<file path="src/rtl/loader_pkg.sv">
// Shared definitions for the UART program loader: loader states, the frame
// sync byte and the byte counts of each frame field.
package loader_pkg;

  typedef enum logic [2:0] {
    ST_IDLE,
    ST_LEN,
    ST_DATA,
    ST_WRITE,
    ST_CHK,
    ST_DONE,
    ST_ERR
  } state_e;

  localparam logic [7:0] SYNC_BYTE  = 8'hA5;
  localparam int unsigned LEN_BYTES  = 4;  // little-endian word count
  localparam int unsigned WORD_BYTES = 4;  // little-endian data word
  localparam int unsigned CHK_BYTES  = 1;  // modulo-256 checksum

  // Index of the final byte within a 4-byte field, in byte-counter width.
  localparam logic [1:0] LAST_BYTE_IDX = 2'(WORD_BYTES - 1);

endpackage

</file>
<file path="src/rtl/prog_loader.sv">
// UART program loader: receives a framed program image byte by byte, writes
// each 32-bit word to memory over a native valid/ready port, verifies the
// checksum and releases the CPU from reset only after a clean load.
module prog_loader
  import loader_pkg::*;
#(
  parameter logic [31:0] BASE_ADDR = 32'h0000_0000,
  parameter int unsigned MAX_WORDS = 256
) (
  input  logic        clk,
  input  logic        reset,
  input  logic        rx_valid,
  input  logic [7:0]  rx_data,
  output logic        rx_ready,
  output logic        mem_valid,
  output logic        mem_instr,
  input  logic        mem_ready,
  output logic [31:0] mem_addr,
  output logic [31:0] mem_wdata,
  output logic [3:0]  mem_wstrb,
  output logic        cpu_reset_n,
  output logic        done,
  output logic        error
);

  localparam logic [31:0] MAX_W = 32'(MAX_WORDS);

  state_e      state_q, state_d;
  logic [1:0]  cnt_q,   cnt_d;    // byte position inside current 4-byte field
  logic [23:0] shift_q, shift_d;  // first three bytes of the field, LE
  logic [31:0] word_q,  word_d;   // word being written
  logic [31:0] len_q,   len_d;    // N
  logic [31:0] idx_q,   idx_d;    // i, words written so far
  logic [7:0]  cksum_q, cksum_d;

  logic        rx_fire;
  logic [31:0] assembled;
  logic        last_byte;
  logic [31:0] idx_inc;

  // Handshake and byte assembly helpers.
  always_comb begin
    rx_ready  = !reset && (state_q != ST_WRITE);
    rx_fire   = rx_valid && rx_ready;
    assembled = {rx_data, shift_q};
    last_byte = (cnt_q == LAST_BYTE_IDX);
    idx_inc   = idx_q + 32'd1;
  end

  // Next-state logic for the frame parser and write sequencer.
  always_comb begin
    state_d = state_q;
    cnt_d   = cnt_q;
    shift_d = shift_q;
    word_d  = word_q;
    len_d   = len_q;
    idx_d   = idx_q;
    cksum_d = cksum_q;

    case (state_q)
      ST_IDLE, ST_DONE, ST_ERR: begin
        // Only a sync byte starts a frame; everything else is dropped.
        if (rx_fire && rx_data == SYNC_BYTE) begin
          state_d = ST_LEN;
          cnt_d   = '0;
          shift_d = '0;
          len_d   = '0;
          idx_d   = '0;
          cksum_d = '0;
        end
      end

      ST_LEN: begin
        if (rx_fire) begin
          cksum_d = cksum_q + rx_data;
          shift_d = assembled[31:8];
          cnt_d   = cnt_q + 2'd1;
          if (last_byte) begin
            len_d = assembled;
            if (assembled == 32'd0)     state_d = ST_CHK;
            else if (assembled > MAX_W) state_d = ST_ERR;
            else                        state_d = ST_DATA;
          end
        end
      end

      ST_DATA: begin
        if (rx_fire) begin
          cksum_d = cksum_q + rx_data;
          shift_d = assembled[31:8];
          cnt_d   = cnt_q + 2'd1;
          if (last_byte) begin
            word_d  = assembled;
            state_d = ST_WRITE;
          end
        end
      end

      ST_WRITE: begin
        // Request stays on the bus, unchanged, until memory accepts it.
        if (mem_ready) begin
          idx_d   = idx_inc;
          state_d = (idx_inc == len_q) ? ST_CHK : ST_DATA;
        end
      end

      ST_CHK: begin
        if (rx_fire) state_d = (rx_data == cksum_q) ? ST_DONE : ST_ERR;
      end

      default: state_d = ST_IDLE;
    endcase
  end

  // State registers with synchronous reset.
  always_ff @(posedge clk) begin
    if (reset) begin
      state_q <= ST_IDLE;
      cnt_q   <= '0;
      shift_q <= '0;
      word_q  <= '0;
      len_q   <= '0;
      idx_q   <= '0;
      cksum_q <= '0;
    end else begin
      state_q <= state_d;
      cnt_q   <= cnt_d;
      shift_q <= shift_d;
      word_q  <= word_d;
      len_q   <= len_d;
      idx_q   <= idx_d;
      cksum_q <= cksum_d;
    end
  end

  // Outputs decode straight from the registered state so reset clears them
  // on the same edge that leaves WRITE.
  always_comb begin
    mem_instr   = 1'b0;
    mem_valid   = (state_q == ST_WRITE);
    mem_addr    = mem_valid ? (BASE_ADDR + (idx_q << 2)) : 32'd0;
    mem_wdata   = mem_valid ? word_q : 32'd0;
    mem_wstrb   = mem_valid ? 4'b1111 : 4'b0000;
    done        = (state_q == ST_DONE);
    error       = (state_q == ST_ERR);
    cpu_reset_n = (state_q == ST_DONE);
  end

endmodule

</file>
<file path="config.mk">
export PLATFORM = sky130hd
export DESIGN_NAME = prog_loader
export DESIGN_NICKNAME = d
export VERILOG_FILES = /design/src/rtl/loader_pkg.sv /design/src/rtl/prog_loader.sv
export SDC_FILE = /design/constraint.sdc
export NUM_CORES = 1
export LEC_CHECK = 0
export ABC_AREA = 1
export CAP_MARGIN = 20
export CORE_UTILIZATION = 44
export CTS_CLUSTER_SIZE = 16
export DETAILED_ROUTE_END_ITERATION = 7
export GPL_TIMING_DRIVEN = 0
export PLACE_DENSITY = 0.69
export SYNTH_ARGS = -nofsm -noshare
export SYNTH_HDL_FRONTEND = slang
export SYNTH_SLANG_ARGS = --single-unit
</file>
<file path="constraint.sdc">
create_clock -name clk -period 7 [get_ports clk]
set_input_delay 2.1 -clock clk [delete_from_list [all_inputs] [get_ports clk]]
set_output_delay 2.1 -clock clk [all_outputs]
set_load 0.1 [all_outputs]
</file>
Yosys cells after proc, flatten, opt, wreduce, memory -nomap -nowiden

Cells that the tools add are included.

Output and inout port bits: 74
Logic and storage cells: 76
Flip-flop bits (word level): 133

Order comparisons: 1
Reduce and logical (&&, ||, !) cells: 16
Add/sub/neg operators: 3
Multiplexer cells: 30
Equality and inequality tests: 19

Operator list:

| operator                                               | number |
|---|---|
| two-way mux 32 bit                                     | 6 |
| case mux 32 bit (2 select lines)                       | 2 |
| two-way mux 24 bit                                     | 2 |
| case mux 24 bit (2 select lines)                       | 1 |
| adder 32 x 1 -> 32 bit (second input constant)         | 1 |
| == test 32 bit                                         | 1 |
| > comparator 32 x 9 -> 1 bit (second input constant)   | 1 |
| logical NOT 32 bit                                     | 1 |
| two-way mux 3 bit                                      | 10 |
| two-way mux 8 bit                                      | 2 |
| case mux 8 bit (2 select lines)                        | 1 |
| case mux 3 bit (5 select lines)                        | 1 |
| inequality test 2 bit (second input constant)          | 6 |
| == test 3 bit (second input constant)                  | 3 |
| AND reduction 3 bit                                    | 3 |
| adder 8 bit                                            | 1 |
| == test 8 bit                                          | 1 |
| == test 8 bit (second input constant)                  | 1 |
| AND reduction 7 bit                                    | 1 |
| == test 3 x 2 -> 1 bit (second input constant)         | 2 |
| two-way mux 2 bit                                      | 3 |
| nonzero test 2 bit                                     | 3 |
| two-way mux 4 bit                                      | 1 |
| inequality test 2 x 1 -> 1 bit (second input constant) | 2 |
| 11 further kinds                                       | 13 |

Depth between registers and ports, before layout

Gate-level depths: netlist of run 1.

Depth in word-level cells: 6
Depth in mapped cells: 18
Gate-level depth less buffers: 18

Least setup slack after synthesis of run 1

OpenSTA, ideal clock, no wires.

Path type: register -> output
From: reg state_q[1]
To: out mem_addr[10]
Stages on the path, launching flop included: 6
Data arrival time: 3.116 ns
Setup slack: 1.784 ns
Required time: 4.900 ns
Cells stage by stage: dfxtp_1 > inv_2 > nor3_4 > inv_2 > buf_1 > nor2_1

Longest elaborated chain between the ends: 2

RTL lines:

| item                   | RTL line           | text |
|---|---|---|
| from (decl)            | prog_loader.sv:28  | `state_e state_q, state_d;` |
| from (signal assigned) | prog_loader.sv:126 | `state_q <= state_d;` |
| == test 3 x 2 -> 1 bit | prog_loader.sv:140 | `mem_valid = (state_q == ST_WRITE);` |
| named net mem_valid    | prog_loader.sv:15  | `output logic mem_valid,` |
| two-way mux 32 bit     | prog_loader.sv:141 | `mem_addr = mem_valid ? (BASE_ADDR + (idx_q << 2)) : 32'd0;` |
| to (decl)              | prog_loader.sv:18  | `output logic [31:0] mem_addr,` |

The timed path passes the listed nets, and every way through them passes these cells.

Worst setup path in the final report of run 1

From: in reset
To: out rx_ready

Longest elaborated chain between the ends: 2

RTL lines:

| item              | RTL line          | text |
|---|---|---|
| from (decl)       | prog_loader.sv:11 | `input logic reset,` |
| logical NOT 1 bit | prog_loader.sv:43 | `rx_ready = !reset && (state_q != ST_WRITE);` |
| logical AND 1 bit | prog_loader.sv:43 |  |
| to (decl)         | prog_loader.sv:14 | `output logic rx_ready,` |

Every way passes these cells.

==> results of run 1 <==
==> layout by cell type (no fill, tap or decap), types with 3 or more instances in the layout <==
cell / netlist / final
nor2_2: 11 / 11
buf_2: 9 / 9
nand3b_1: 7 / 7
inv_1: 131 / 131
nand3_1: 73 / 73
nand4_1: 14 / 14
nand2_2: 10 / 10
nor3_1: 6 / 6
nor2_1: 161 / 161
buf_4: 9 / 9
ha_1: 9 / 9
dfxtp_1: 133 / 133
xor2_1: 12 / 12
nand2_1: 361 / 361
conb_1: 1 / 3
clkbuf_1: 32 / 33
nor2_4: 4 / 4
inv_6: 0 / 5
inv_2: 6 / 6
a21oi_1: 139 / 139
clkdlybuf4s50_1: 0 / 81
o21ai_0: 26 / 26
clkinv_2: 0 / 3
clkbuf_16: 0 / 17
==> area by class of cell <==
type | instances | area (um^2) | share of cell area (%)
multi-input combinational | 859 | 3969 | 43.77
sequential | 133 | 2663 | 29.36
timing repair buffer | 81 | 810.8 | 8.942
inverter | 138 | 520.5 | 5.740
clock buffer | 20 | 456.7 | 5.037
tap | 220 | 275.3 | 3.036
buffer | 53 | 259.0 | 2.856
clock inverter | 12 | 113.9 | 1.256
==> power by group through the flow <==
stage / logic, mW / registers, mW / clock network [mW]
2_1_floorplan: 0.115 / 0.785 / 0
3_3_place_gp: 0.158 / 0.787 / 0
3_5_place_dp: 0.159 / 0.787 / 0
4_1_cts: 0.160 / 0.771 / 0.882
5_1_grt: 0.176 / 0.771 / 0.913
6_report: 0.162 / 0.771 / 0.881
==> state kept, by name, indices dropped and copies added (netlist names) <==
name and cells:
cksum_q 8, cnt_q 2, idx_q 32, len_q 32, shift_q 24, state_q 3, word_q 32
==> worst max-delay path, cell delays in order <==
cell and delay [ns]:
clkbuf_1 0.21, nor2_2 0.27, clkdlybuf4s50_1 1.18
==> worst min-delay path by stage <==
stage                     slack, ns  startpoint          to
after floorplan                0.45    cnt_q[0]    cnt_q[0]
after global placement         0.46  cksum_q[4]  cksum_q[4]
after detailed placement       0.46  cksum_q[3]  cksum_q[3]
after CTS                      0.48  cksum_q[3]  cksum_q[3]
after global routing           0.49   len_q[15]   len_q[15]
final                          0.47  cksum_q[3]  cksum_q[3]
==> per-stage QoR <==
step / utilization (%) / power [mW]
6_report: 54.87 / 1.813
5_1_grt: 54.87 / 1.860
4_1_cts: 54.87 / 1.813
3_5_place_dp: 51.42 / 0.9466
3_3_place_gp: 51.42 / 0.9454
2_1_floorplan: - / 0.8994
==> logic make-up after synthesis <==
group | Yosys count
adder cells (fa/ha/maj) | 10
flip-flops | 133
AND/OR/NAND/NOR | 658
XOR/XNOR | 14
other | 1
AO/OA/AOI/OAI | 174
buffers and inverters | 191
==> layer usage <==
layer  track usage [%]  up-vias  part of all wire (%)
met3             4.668       47                   6.0
met4             10.92        0                   2.8
met5                 0        -                     0
li1                  -     3919                     -
met2             41.71      251                    46
met1             34.08     3490                    46
==> results.cfg, run 1 <==
[outcome]
status = completed

[hold_path]
worstHoldPathCells = 2
hold_class = register to register

[sta]
finalCritPeriodShare_pct = 83.91
tightest_slew_ns = 0.9869
rsz0062_at_grt = no
whs_ns = 0.4697
max_freq_mhz = 170.3
min_period_ns = 5.873
hold_violations = 0
timing.setup.tns_ns = 0
slew_headroom_pct = 34.00
finClkSkew_ns = 0.01137
setup_violations = 0
maxSlewViolCount = 0
worst_slack_ns = 1.127

[worst_setup_path]
cp.arrival_ns = 3.77
reg2regPathDepth = 18
worst-r2r-setup-slack_ns = 4.38
critPathKind = input port to primary output
crit_path_max_fanout = 6
cp.required_ns = 4.90
crit_path_end_kind = primary output
crit_path_start = reset
rr_startpoint = idx_q[0]
cp-start-kind = input port
critical_path.reg2reg.endpoint = state_q[1]
cp-endpoint = rx_ready

[logic_synthesis]
synth_area_per_cell_um2 = 6.269
synth_compound_area_share_pct = 12.07
synth-simple-area-share_pct = 37.76
yosysSeqAreaShare_pct = 35.96
yosys_warnings = 0
synth.distinct_cells = 41
yosys.area.top_type_share_pct = 35.96
post-synth-top-area-cell = dfxtp_1
synthMuxAreaShare_pct = 0
syn_area_mm2 = 0.007403
synth-xor-area-share_pct = 1.842
synth_area_leaders = dfxtp_1 (36%), nand2_1 (18%), a21oi_1 (9.4%)
async_reset_ff_share_pct = 0
synth_common_cells = nand2_1 (361), nor2_1 (161), a21oi_1 (139)
ys_ff_latch = 133
synth_edf_count = 0
synth_most_common_cell = nand2_1
synth_fa_ha_area_share_pct = 1.791
synth-main-ff-cell = dfxtp_1
synth_top_family_by_area = simple AND/OR/NAND/NOR gates
syn_inst = 1181

[placed_design]
post-place-ws_ns = 1.152
dpl.hpwl_um = 16380
dpl-instance-area_mm2 = 0.008497
portBuffers = 81
dp.cells = 1484
gp_congestion = 0.9500

[drt]
antenna_left = 0
vias = 7707
wl_um = 22350
drt_first_pass_iters = 7
drcViolationCount = 0
drt_first_iter_violations = 669
avgRoutedWirePerCell_um = 14.74
vias_per_cell = 5.084

[cells_and_area]
antenna_cells = 0
finalInstanceArea_mm2 = 0.009067
area_growth_pct = 22.48
nets = 1305
fillers = 1674
layout-drive-gt1-share_pct = 7.099
layoutNonFillerInstCount = 1516

[floorplan]
rows = 47
die_w_um = 131.7
floorplan.initialDensity_pct = 44.80
die_h_um = 131.7
die_area_mm2 = 0.01735
ios = 86
core-area_mm2 = 0.01652

[power]
seq_power_share_pct = 42.5
clock_power_share_pct = 48.6
combPwrFrac_pct = 8.9
p_leak_nw = 3.345
internal-power_mw = 1.318
cellPowerDensity_mw_per_mm2 = 200.0
vdd_drop_max_mv = 0.1942
swShare_pct = 27.30
p_sw_mw = 0.4951

[clocking]
cts_buffers = 17
clk_pin_slew_ns = 0.07
holdBufCountCts = 0
cts_root_buf = clkbuf_16
cts_setup_buffers = 0
clockBufferDepth = 2
clock_latency_ns = 0.43
cts_tree = done
cts.sinks = 133
cts_resized = 0
htree_num_levels = 4

[global_routing]
grt_pass1_vias = 6912
grt_usage_pct = 25.91
antenna_found_initial = 0
grt.overflow.total = 0
grt_max_degree = 17
grt_pass1_wl_um = 35260

[run]
max_cap_viol_count = 0
Note: power is estimated with default switching activity, not from simulation.
==> run 2: changes to the inputs <==
clock period = 5.5 ns   (was 7 ns; I/O delays follow)
==> results of run 2 <==
Same layout as run 1 (identical final DEF). Status: completed.
Main changes from that run: setup slack after placement 1.152 ns -> 0.5522 ns; setup slack after layout 1.127 ns -> 0.4239 ns; start point of the critical path reset -> state_q[0]; end point of the critical path rx_ready -> mem_addr[26]; register-to-register setup slack 4.38 ns -> 2.88 ns; total power 1.813 mW -> 2.308 mW; worst IR drop on VDD 0.1942 mV -> 0.2472 mV
